[src/rtl/vector_pkg.sv]
// Shared definitions for the vector display-list sequencer.
// Contents: command word field positions, opcode encodings, sequencer FSM
// state encodings and a small opcode helper. Imported by the interface,
// the command decoder and the sequencer top.
package vector_pkg;

  localparam int unsigned CMD_W       = 32;
  localparam int unsigned CMD_OP_MSB  = 31;
  localparam int unsigned CMD_OP_LSB  = 30;
  localparam int unsigned CMD_X_MSB   = 29;  // x occupies [29 -: COORD_W]
  localparam int unsigned FRAME_CNT_W = 16;

  typedef enum logic [1:0] {
    OP_MOVE = 2'b00,
    OP_DRAW = 2'b01,
    OP_HALT = 2'b10,
    OP_NOP  = 2'b11
  } op_t;

  typedef enum logic [2:0] {
    S_IDLE     = 3'd0,
    S_FETCH    = 3'd1,
    S_WAIT_MEM = 3'd2,
    S_ISSUE    = 3'd3,
    S_SETTLE   = 3'd4,
    S_DONE     = 3'd5
  } state_t;

  // MOVE and DRAW are the only commands that hand a target to the drawer.
  function automatic logic op_is_pulse(op_t op);
    return (op == OP_MOVE) || (op == OP_DRAW);
  endfunction

endpackage

[src/rtl/vector_list_sequencer_if.sv]
// Bus bundle between the sequencer, its display-list memory and the
// line-drawer control block.
//   mem_addr/mem_rd : list read request (data returns one cycle later)
//   mem_rdata       : command word
//   x/y/draw/jump   : drawer target and one-cycle command pulses
//   ready           : drawer idle/accepting
// master = sequencer side, slave = memory/drawer side.
interface vector_list_sequencer_if
  import vector_pkg::*;
#(
  parameter int unsigned ADDR_W  = 10,
  parameter int unsigned COORD_W = 12
);
  logic [ADDR_W-1:0]  mem_addr;
  logic               mem_rd;
  logic [CMD_W-1:0]   mem_rdata;
  logic [COORD_W-1:0] x;
  logic [COORD_W-1:0] y;
  logic               draw;
  logic               jump;
  logic               ready;

  modport master (
    output mem_addr, mem_rd, x, y, draw, jump,
    input  mem_rdata, ready
  );

  modport slave (
    input  mem_addr, mem_rd, x, y, draw, jump,
    output mem_rdata, ready
  );
endinterface

[src/rtl/vector_cmd_decode.sv]
// Combinational display-list command decoder.
//   i_word : 32-bit command word
//   o_op   : opcode [31:30]
//   o_x    : x field [29 -: COORD_W]
//   o_y    : y field [COORD_W-1:0]
module vector_cmd_decode
  import vector_pkg::*;
#(
  parameter int unsigned COORD_W = 12
) (
  input  logic [CMD_W-1:0]   i_word,
  output op_t                o_op,
  output logic [COORD_W-1:0] o_x,
  output logic [COORD_W-1:0] o_y
);
  // Bits between the x and y fields are reserved and intentionally ignored.
  logic w_unused_word;

  assign o_op          = op_t'(i_word[CMD_OP_MSB:CMD_OP_LSB]);
  assign o_x           = i_word[CMD_X_MSB -: COORD_W];
  assign o_y           = i_word[COORD_W-1:0];
  assign w_unused_word = ^i_word;
endmodule

[src/rtl/vector_list_sequencer.sv]
// Vector display-list sequencer: walks a command list in memory and feeds
// MOVE/DRAW targets to the line drawer, one command at a time.
//   clk, reset  : clock, asynchronous active-high reset
//   start       : one-cycle pulse, begins a frame at address 0
//   stop        : level, ends the frame at the next command boundary
//   repeat_en   : restart at address 0 after HALT (repeat is a keyword)
//   busy        : high in every state except IDLE
//   frame_done  : one-cycle pulse when a frame completes
//   frame_count : completed frames, wraps at 16 bits
//   bus         : memory read port and drawer x/y/draw/jump/ready
module vector_list_sequencer
  import vector_pkg::*;
#(
  parameter int unsigned ADDR_W  = 10,
  parameter int unsigned COORD_W = 12
) (
  input  logic                   clk,
  input  logic                   reset,
  input  logic                   start,
  input  logic                   stop,
  input  logic                   repeat_en,
  output logic                   busy,
  output logic                   frame_done,
  output logic [FRAME_CNT_W-1:0] frame_count,
  vector_list_sequencer_if.master bus
);

  state_t                 r_state;
  state_t                 w_state_nxt;
  logic [ADDR_W-1:0]      r_addr;
  logic [ADDR_W-1:0]      w_addr_nxt;
  logic [CMD_W-1:0]       r_cmd;
  logic [COORD_W-1:0]     r_x;
  logic [COORD_W-1:0]     r_y;
  logic                   r_draw;
  logic                   r_jump;
  logic                   r_frame_done;
  logic [FRAME_CNT_W-1:0] r_frame_count;

  logic                   w_mem_rd;
  logic                   w_cmd_load;
  logic                   w_issue;
  logic                   w_done;
  logic                   w_last_addr;
  op_t                    w_op;
  logic [COORD_W-1:0]     w_x;
  logic [COORD_W-1:0]     w_y;

  vector_cmd_decode #(.COORD_W(COORD_W)) u_decode (
    .i_word (r_cmd),
    .o_op   (w_op),
    .o_x    (w_x),
    .o_y    (w_y)
  );

  // Stepping past the top of the list ends the frame instead of wrapping.
  assign w_last_addr = &r_addr;

  always_comb begin
    w_state_nxt = r_state;
    w_addr_nxt  = r_addr;
    w_mem_rd    = 1'b0;
    w_cmd_load  = 1'b0;
    w_issue     = 1'b0;
    w_done      = 1'b0;
    case (r_state)
      S_IDLE: begin
        if (start) begin
          w_state_nxt = S_FETCH;
          w_addr_nxt  = '0;
        end
      end
      S_FETCH: begin
        if (stop) begin
          w_state_nxt = S_DONE;
        end else begin
          w_mem_rd    = 1'b1;
          w_state_nxt = S_WAIT_MEM;
        end
      end
      S_WAIT_MEM: begin
        w_cmd_load  = 1'b1;
        w_state_nxt = S_ISSUE;
      end
      S_ISSUE: begin
        if (op_is_pulse(w_op)) begin
          if (bus.ready) begin
            w_issue     = 1'b1;
            w_state_nxt = S_SETTLE;
          end
        end else if (w_op == OP_NOP) begin
          if (w_last_addr) begin
            w_state_nxt = S_DONE;
          end else begin
            w_state_nxt = S_FETCH;
            w_addr_nxt  = r_addr + ADDR_W'(1);
          end
        end else begin
          w_state_nxt = S_DONE;
        end
      end
      S_SETTLE: begin
        if (w_last_addr) begin
          w_state_nxt = S_DONE;
        end else begin
          w_state_nxt = S_FETCH;
          w_addr_nxt  = r_addr + ADDR_W'(1);
        end
      end
      S_DONE: begin
        if (bus.ready) begin
          w_done = 1'b1;
          if (repeat_en && !stop) begin
            w_state_nxt = S_FETCH;
            w_addr_nxt  = '0;
          end else begin
            w_state_nxt = S_IDLE;
          end
        end
      end
      default: begin
        w_state_nxt = S_IDLE;
      end
    endcase
  end

  always_ff @(posedge clk or posedge reset) begin
    if (reset) begin
      r_state <= S_IDLE;
    end else begin
      r_state <= w_state_nxt;
    end
  end

  always_ff @(posedge clk or posedge reset) begin
    if (reset) begin
      r_addr        <= '0;
      r_cmd         <= '0;
      r_x           <= '0;
      r_y           <= '0;
      r_draw        <= 1'b0;
      r_jump        <= 1'b0;
      r_frame_done  <= 1'b0;
      r_frame_count <= '0;
    end else begin
      r_addr <= w_addr_nxt;
      if (w_cmd_load) begin
        r_cmd <= bus.mem_rdata;
      end
      // Target and pulse register together so the drawer sees them in the same cycle.
      if (w_issue) begin
        r_x <= w_x;
        r_y <= w_y;
      end
      r_draw       <= w_issue && (w_op == OP_DRAW);
      r_jump       <= w_issue && (w_op == OP_MOVE);
      r_frame_done <= w_done;
      if (w_done) begin
        r_frame_count <= r_frame_count + FRAME_CNT_W'(1);
      end
    end
  end

  assign bus.mem_addr = r_addr;
  assign bus.mem_rd   = w_mem_rd;
  assign bus.x        = r_x;
  assign bus.y        = r_y;
  assign bus.draw     = r_draw;
  assign bus.jump     = r_jump;
  assign busy         = (r_state != S_IDLE);
  assign frame_done   = r_frame_done;
  assign frame_count  = r_frame_count;

endmodule

[src/flat_wrapper.sv]
// flat-port wrapper written by rule: the top's interface ports become plain ports
module vector_list_sequencer_flat import vector_pkg::*;
#(
  parameter int unsigned ADDR_W  = 10,
  parameter int unsigned COORD_W = 12
)
  (clk, reset, start, stop, repeat_en, busy, frame_done, frame_count, bus_mem_addr, bus_mem_rd, bus_x, bus_y, bus_draw, bus_jump, bus_mem_rdata, bus_ready);
  vector_list_sequencer_if #(.ADDR_W(ADDR_W), .COORD_W(COORD_W)) bus_i ();
  input  logic clk;
  input  logic reset;
  input  logic start;
  input  logic stop;
  input  logic repeat_en;
  output logic busy;
  output logic frame_done;
  output logic [FRAME_CNT_W-1:0] frame_count;
  output wire logic [$bits(bus_i.mem_addr)-1:0] bus_mem_addr;
  output wire logic [$bits(bus_i.mem_rd)-1:0] bus_mem_rd;
  output wire logic [$bits(bus_i.x)-1:0] bus_x;
  output wire logic [$bits(bus_i.y)-1:0] bus_y;
  output wire logic [$bits(bus_i.draw)-1:0] bus_draw;
  output wire logic [$bits(bus_i.jump)-1:0] bus_jump;
  input wire logic [$bits(bus_i.mem_rdata)-1:0] bus_mem_rdata;
  input wire logic [$bits(bus_i.ready)-1:0] bus_ready;
  assign bus_mem_addr = bus_i.mem_addr;
  assign bus_mem_rd = bus_i.mem_rd;
  assign bus_x = bus_i.x;
  assign bus_y = bus_i.y;
  assign bus_draw = bus_i.draw;
  assign bus_jump = bus_i.jump;
  assign bus_i.mem_rdata = bus_mem_rdata;
  assign bus_i.ready = bus_ready;
  vector_list_sequencer #(.ADDR_W(ADDR_W), .COORD_W(COORD_W)) u_core (.clk(clk), .reset(reset), .start(start), .stop(stop), .repeat_en(repeat_en), .busy(busy), .frame_done(frame_done), .frame_count(frame_count), .bus(bus_i));
endmodule
[config.mk]
export PLATFORM = sky130hd
export DESIGN_NAME = vector_list_sequencer_flat
export DESIGN_NICKNAME = d
export VERILOG_FILES = /design/src/rtl/vector_pkg.sv /design/src/rtl/vector_list_sequencer_if.sv /design/src/rtl/vector_cmd_decode.sv /design/src/rtl/vector_list_sequencer.sv /design/src/flat_wrapper.sv
export SDC_FILE = /design/constraint.sdc
export NUM_CORES = 1
export LEC_CHECK = 0
export CORE_MARGIN = 10
export CORE_UTILIZATION = 25
export DETAILED_ROUTE_END_ITERATION = 7
export HOLD_SLACK_MARGIN = 0.12
export PLACE_DENSITY_LB_ADDON = 0.05
export SETUP_SLACK_MARGIN = 0.02
export SLEW_MARGIN = 20
export SYNTH_ARGS = -nofsm -noshare
export SYNTH_HDL_FRONTEND = slang
export SYNTH_HIERARCHICAL = 1
export SYNTH_SLANG_ARGS = --single-unit
export TNS_END_PERCENT = 10
[constraint.sdc]
create_clock -name clk -period 7.8 [get_ports clk]
set_clock_uncertainty 0.15 [all_clocks]
set_input_delay 0.78 -clock clk [delete_from_list [all_inputs] [get_ports clk]]
set_output_delay 0.78 -clock clk [all_outputs]
set_load 0.02 [all_outputs]
### Word-level counts from Yosys, hierarchy flattened

Index checks and enable logic that the tools add are counted.

* bits in latches: 0
* bits of input ports: 38
* memories kept: 0
* word-level logic and storage cells: 59
* output and inout bits: 55
* bits in read-only memories: 0
* memory bits (writable): 0
* register bits: 88

* div/mod/pow operators: 0
* add/subtract/negate cells: 2
* $mul: 0
* reductions and logical operators: 12
* eq/ne operators: 13
* shift-type cells: 0
* bitwise gates (word level): 0
* mux-type cells: 23
* magnitude comparators: 0

Operator list (count)
* $mux W10: 6
* $pmux W10 S4: 1
* $mux W3: 7
* $pmux W3 S6: 1
* $add A16 B1 Y16 const B: 1
* $add A10 B1 Y10 const B: 1
* $reduce_and A10 Y1: 1
* $mux W1: 8
* $eq A3 B2 Y1 const B: 2
* $eq A3 B3 Y1 const B: 2
* $ne A2 B2 Y1 const B: 3
* $reduce_and A6 Y1: 1
* $ne A2 B1 Y1 const B: 2
* $reduce_bool A4 Y1: 1
* $eq A3 B1 Y1 const B: 1
* $logic_and A1 B1 Y1: 3
* $logic_not A3 Y1: 1
* $ne A3 B3 Y1 const B: 1
* $reduce_and A3 Y1: 1
* $reduce_bool A3 Y1: 1
* $eq A2 B1 Y1 const B: 1
* $eq A2 B2 Y1 const B: 1
* $logic_not A2 Y1: 1
* $logic_not A1 Y1: 1
* $logic_or A1 B1 Y1: 1

### Logic depth before layout (Yosys ltp)

* depth in word-level cells: 5
* mapped depth: 6
* gate-level depth less buffers: 5

### Cells and area by module

Netlist, hierarchy kept.

Modules (own cells, without submodules)
* vector_list_sequencer: cells an instance 288, seq. area each 2202.1 um^2, instances 1, area an instance 3779.9 um^2
* vector_cmd_decode: cells an instance 26, seq. area each 0.0 um^2, instances 1, area an instance 195.2 um^2

### Worst setup path before layout

No wires, ideal clock.

* kind: input to output
* start: in stop
* end: out bus_mem_rd
* arrival time: 1.407 ns
* path buffers: 0
* stages on the path: 1
* data required time: 6.870 ns
* slack: 5.463 ns
* cells stage by stage: nor4_1

* longest elaborated chain between the ends: 2

Ends and longest elaborated chain
* from (decl): line flat_wrapper.sv:12 `input logic stop;`
* $mux W1: line vector_list_sequencer.sv:74 `if (stop) begin`
* $mux W1: line vector_list_sequencer.sv:66 `case (r_state)`
* to (decl): line flat_wrapper.sv:18 `output wire logic [$bits(bus_i.mem_rd)-1:0] bus_mem_rd;`

Every way passes these cells.

### Final worst setup path

Same ends and word-level chain as after synthesis.

==> impl_metrics.tcl <==
set metrics [dict create \
    cts_setup_buffers 0 \
    finalWirelength_um 9100 \
    cp.arrival_ns 2.16 \
    path_clk_slew_ns 0.06 \
    routed_via_density 4.52 \
    reg2regPathDepth 3 \
    cts_buffer_depth 2 \
    powerDensity_nw_per_um2 359 \
    drtPass1Iterations 4 \
    chipWidth_um 143 \
    grt_pass1_wl_um 14900 \
    layout-drive-gt1-share_pct 20.7 \
    holdPathStages 1 \
    dr_total_vias 2512 \
    setup-violations-final 0 \
    drv_slew 0 \
    setup_tns_ns 0 \
    drv_cap 0 \
    syn2layout_area_growth_pct 32.2 \
    p_leak_nw 2.07 \
    finalNetCount 407 \
    antenna_cells 0 \
    place_hpwl_um 6290 \
    synth_area_um2 3760 \
    layout_common_cells "clkdlybuf4s50_1 (86), dfrtp_1 (82), mux2_2 (48)" \
    worstSetupPathType "input pin to output port" \
    period_needed_ns 3.09 \
    grt_usage_pct 9.42 \
    h-tree-depth 3 \
    ant_nets 0 \
    worst_hold_path_type "flip-flop to flip-flop" \
    cp_data_required_time_ns 6.87 \
    drt_iter0_drc 118 \
    die_area_um2 20300 \
    avgSynthCellArea_um2 12.4 \
    r2r_setup_slack_ns 5.36 \
    r2r-end "u_core/bus.mem_addr[7]" \
    cts_tree "built" \
    cts_resized 0 \
    vdd.ir_drop.worst_v 0.000165 \
    hold_violations 0 \
    rsz0062_at_grt "false" \
    rows 44 \
    min_period_over_period_pct 39.6 \
    drc 0 \
    grt_pass1_vias 2723 \
    grt_max_degree 48 \
    die_y_um 143 \
    fp.coreArea_um2 14600 \
    wire_per_inst_um 16.4 \
    hold_buffers 0 \
    fin_util_pct 33.9 \
    fillCellCount 1463 \
    hold_end "u_core/r_cmd[5]" \
    r2r_start "u_core/r_state[1]" \
    portBuffers 86 \
    tightestPinTransition_ns 0.870 \
    grt.overflow.total 0 \
    final_common_cell "clkdlybuf4s50_1" \
    hp-start "u_core/r_cmd[5]" \
    numCtsBuffers 9 \
    ios 93 \
    outcome "completed" \
    syn_inst 302 \
    max_freq_mhz 323 \
    yosys_warnings 6 \
    maxSlewHeadroom_pct 42.0 \
    syn_nets 342 \
    start_util_pct 25.7 \
    gp_congestion 0.683 \
    worstPathMaxFanout 6 \
    power_mw 1.78 \
    cts_root_buffer "clkbuf_16" \
    critPathCaptureType "output port" \
    worstSetupStartpointType "input pin" \
    clock_sinks 82 \
    clk_latency_ns 0.34 \
    antenna_found_initial 1 \
]
## how the worst max path moves through the flow
stage	slack [ns]	end	start
floorplan	4.76	u_core/bus.draw	reset
global placement	4.68	bus_mem_rd	stop
detailed placement	4.66	bus_mem_rd	stop
CTS	4.66	bus_mem_rd	stop
global route	4.54	bus_mem_rd	stop
finish	4.71	bus_mem_rd	stop
## metrics by stage
step	hold WS, ns	instance area (um2)	cells	worst slack (ns)
global route	0.358	4970	556	4.54
detailed placement	0.320	4660	540	4.66
global placement	0.317	4640	539	4.68
floorplan	0.309	3760	302	4.76
finish	0.331	4970	556	4.71
CTS	0.337	4970	556	4.66
## where the power goes
| group | switching (mW) | internal, mW | total (mW) | leakage (nW) |
|---|---|---|---|---|
| Combinational | 0.304 | 0.342 | 0.646 | 0.884 |
| Clock | 0.177 | 0.250 | 0.427 | 0.146 |
| Sequential | 0.126 | 0.583 | 0.708 | 1.04 |
## metal layers
metal	track usage, %	wire length [um]	up-vias
met5	0	7	-
met4	2.61	105	2
met3	5.64	886	9
met2	14.8	4270	62
met1	10.6	3840	1247
li1	-	-	1192
## critical path, cell delays in order
cell and delay (ns):
clkdlybuf4s50_1 0.49, nor4_1 0.22, clkdlybuf4s50_1 0.66
## final cells by class
class	count	area [um2]	area share [%]
clock buffers	9	225	4.53
clock inverters	7	77.6	1.56
inverters	7	27.5	0.554
multi-input cells	178	1450	29.2
flip-flops and latches	82	2050	41.3
well taps	184	230	4.63
repair buffers	89	903	18.2
## state kept, by name (all words and copies together), names as in the netlist
| name | count |
|---|---|
| u_core/r_cmd | 26 |
| u_core/r_state | 3 |
| u_core/frame_done | 1 |
| u_core/bus.y | 12 |
| u_core/bus.jump | 1 |
| u_core/bus.x | 12 |
| u_core/bus.draw | 1 |
| u_core/bus.mem_addr | 10 |
| u_core/frame_count | 16 |
Note: power is estimated with default switching activity, not from simulation.
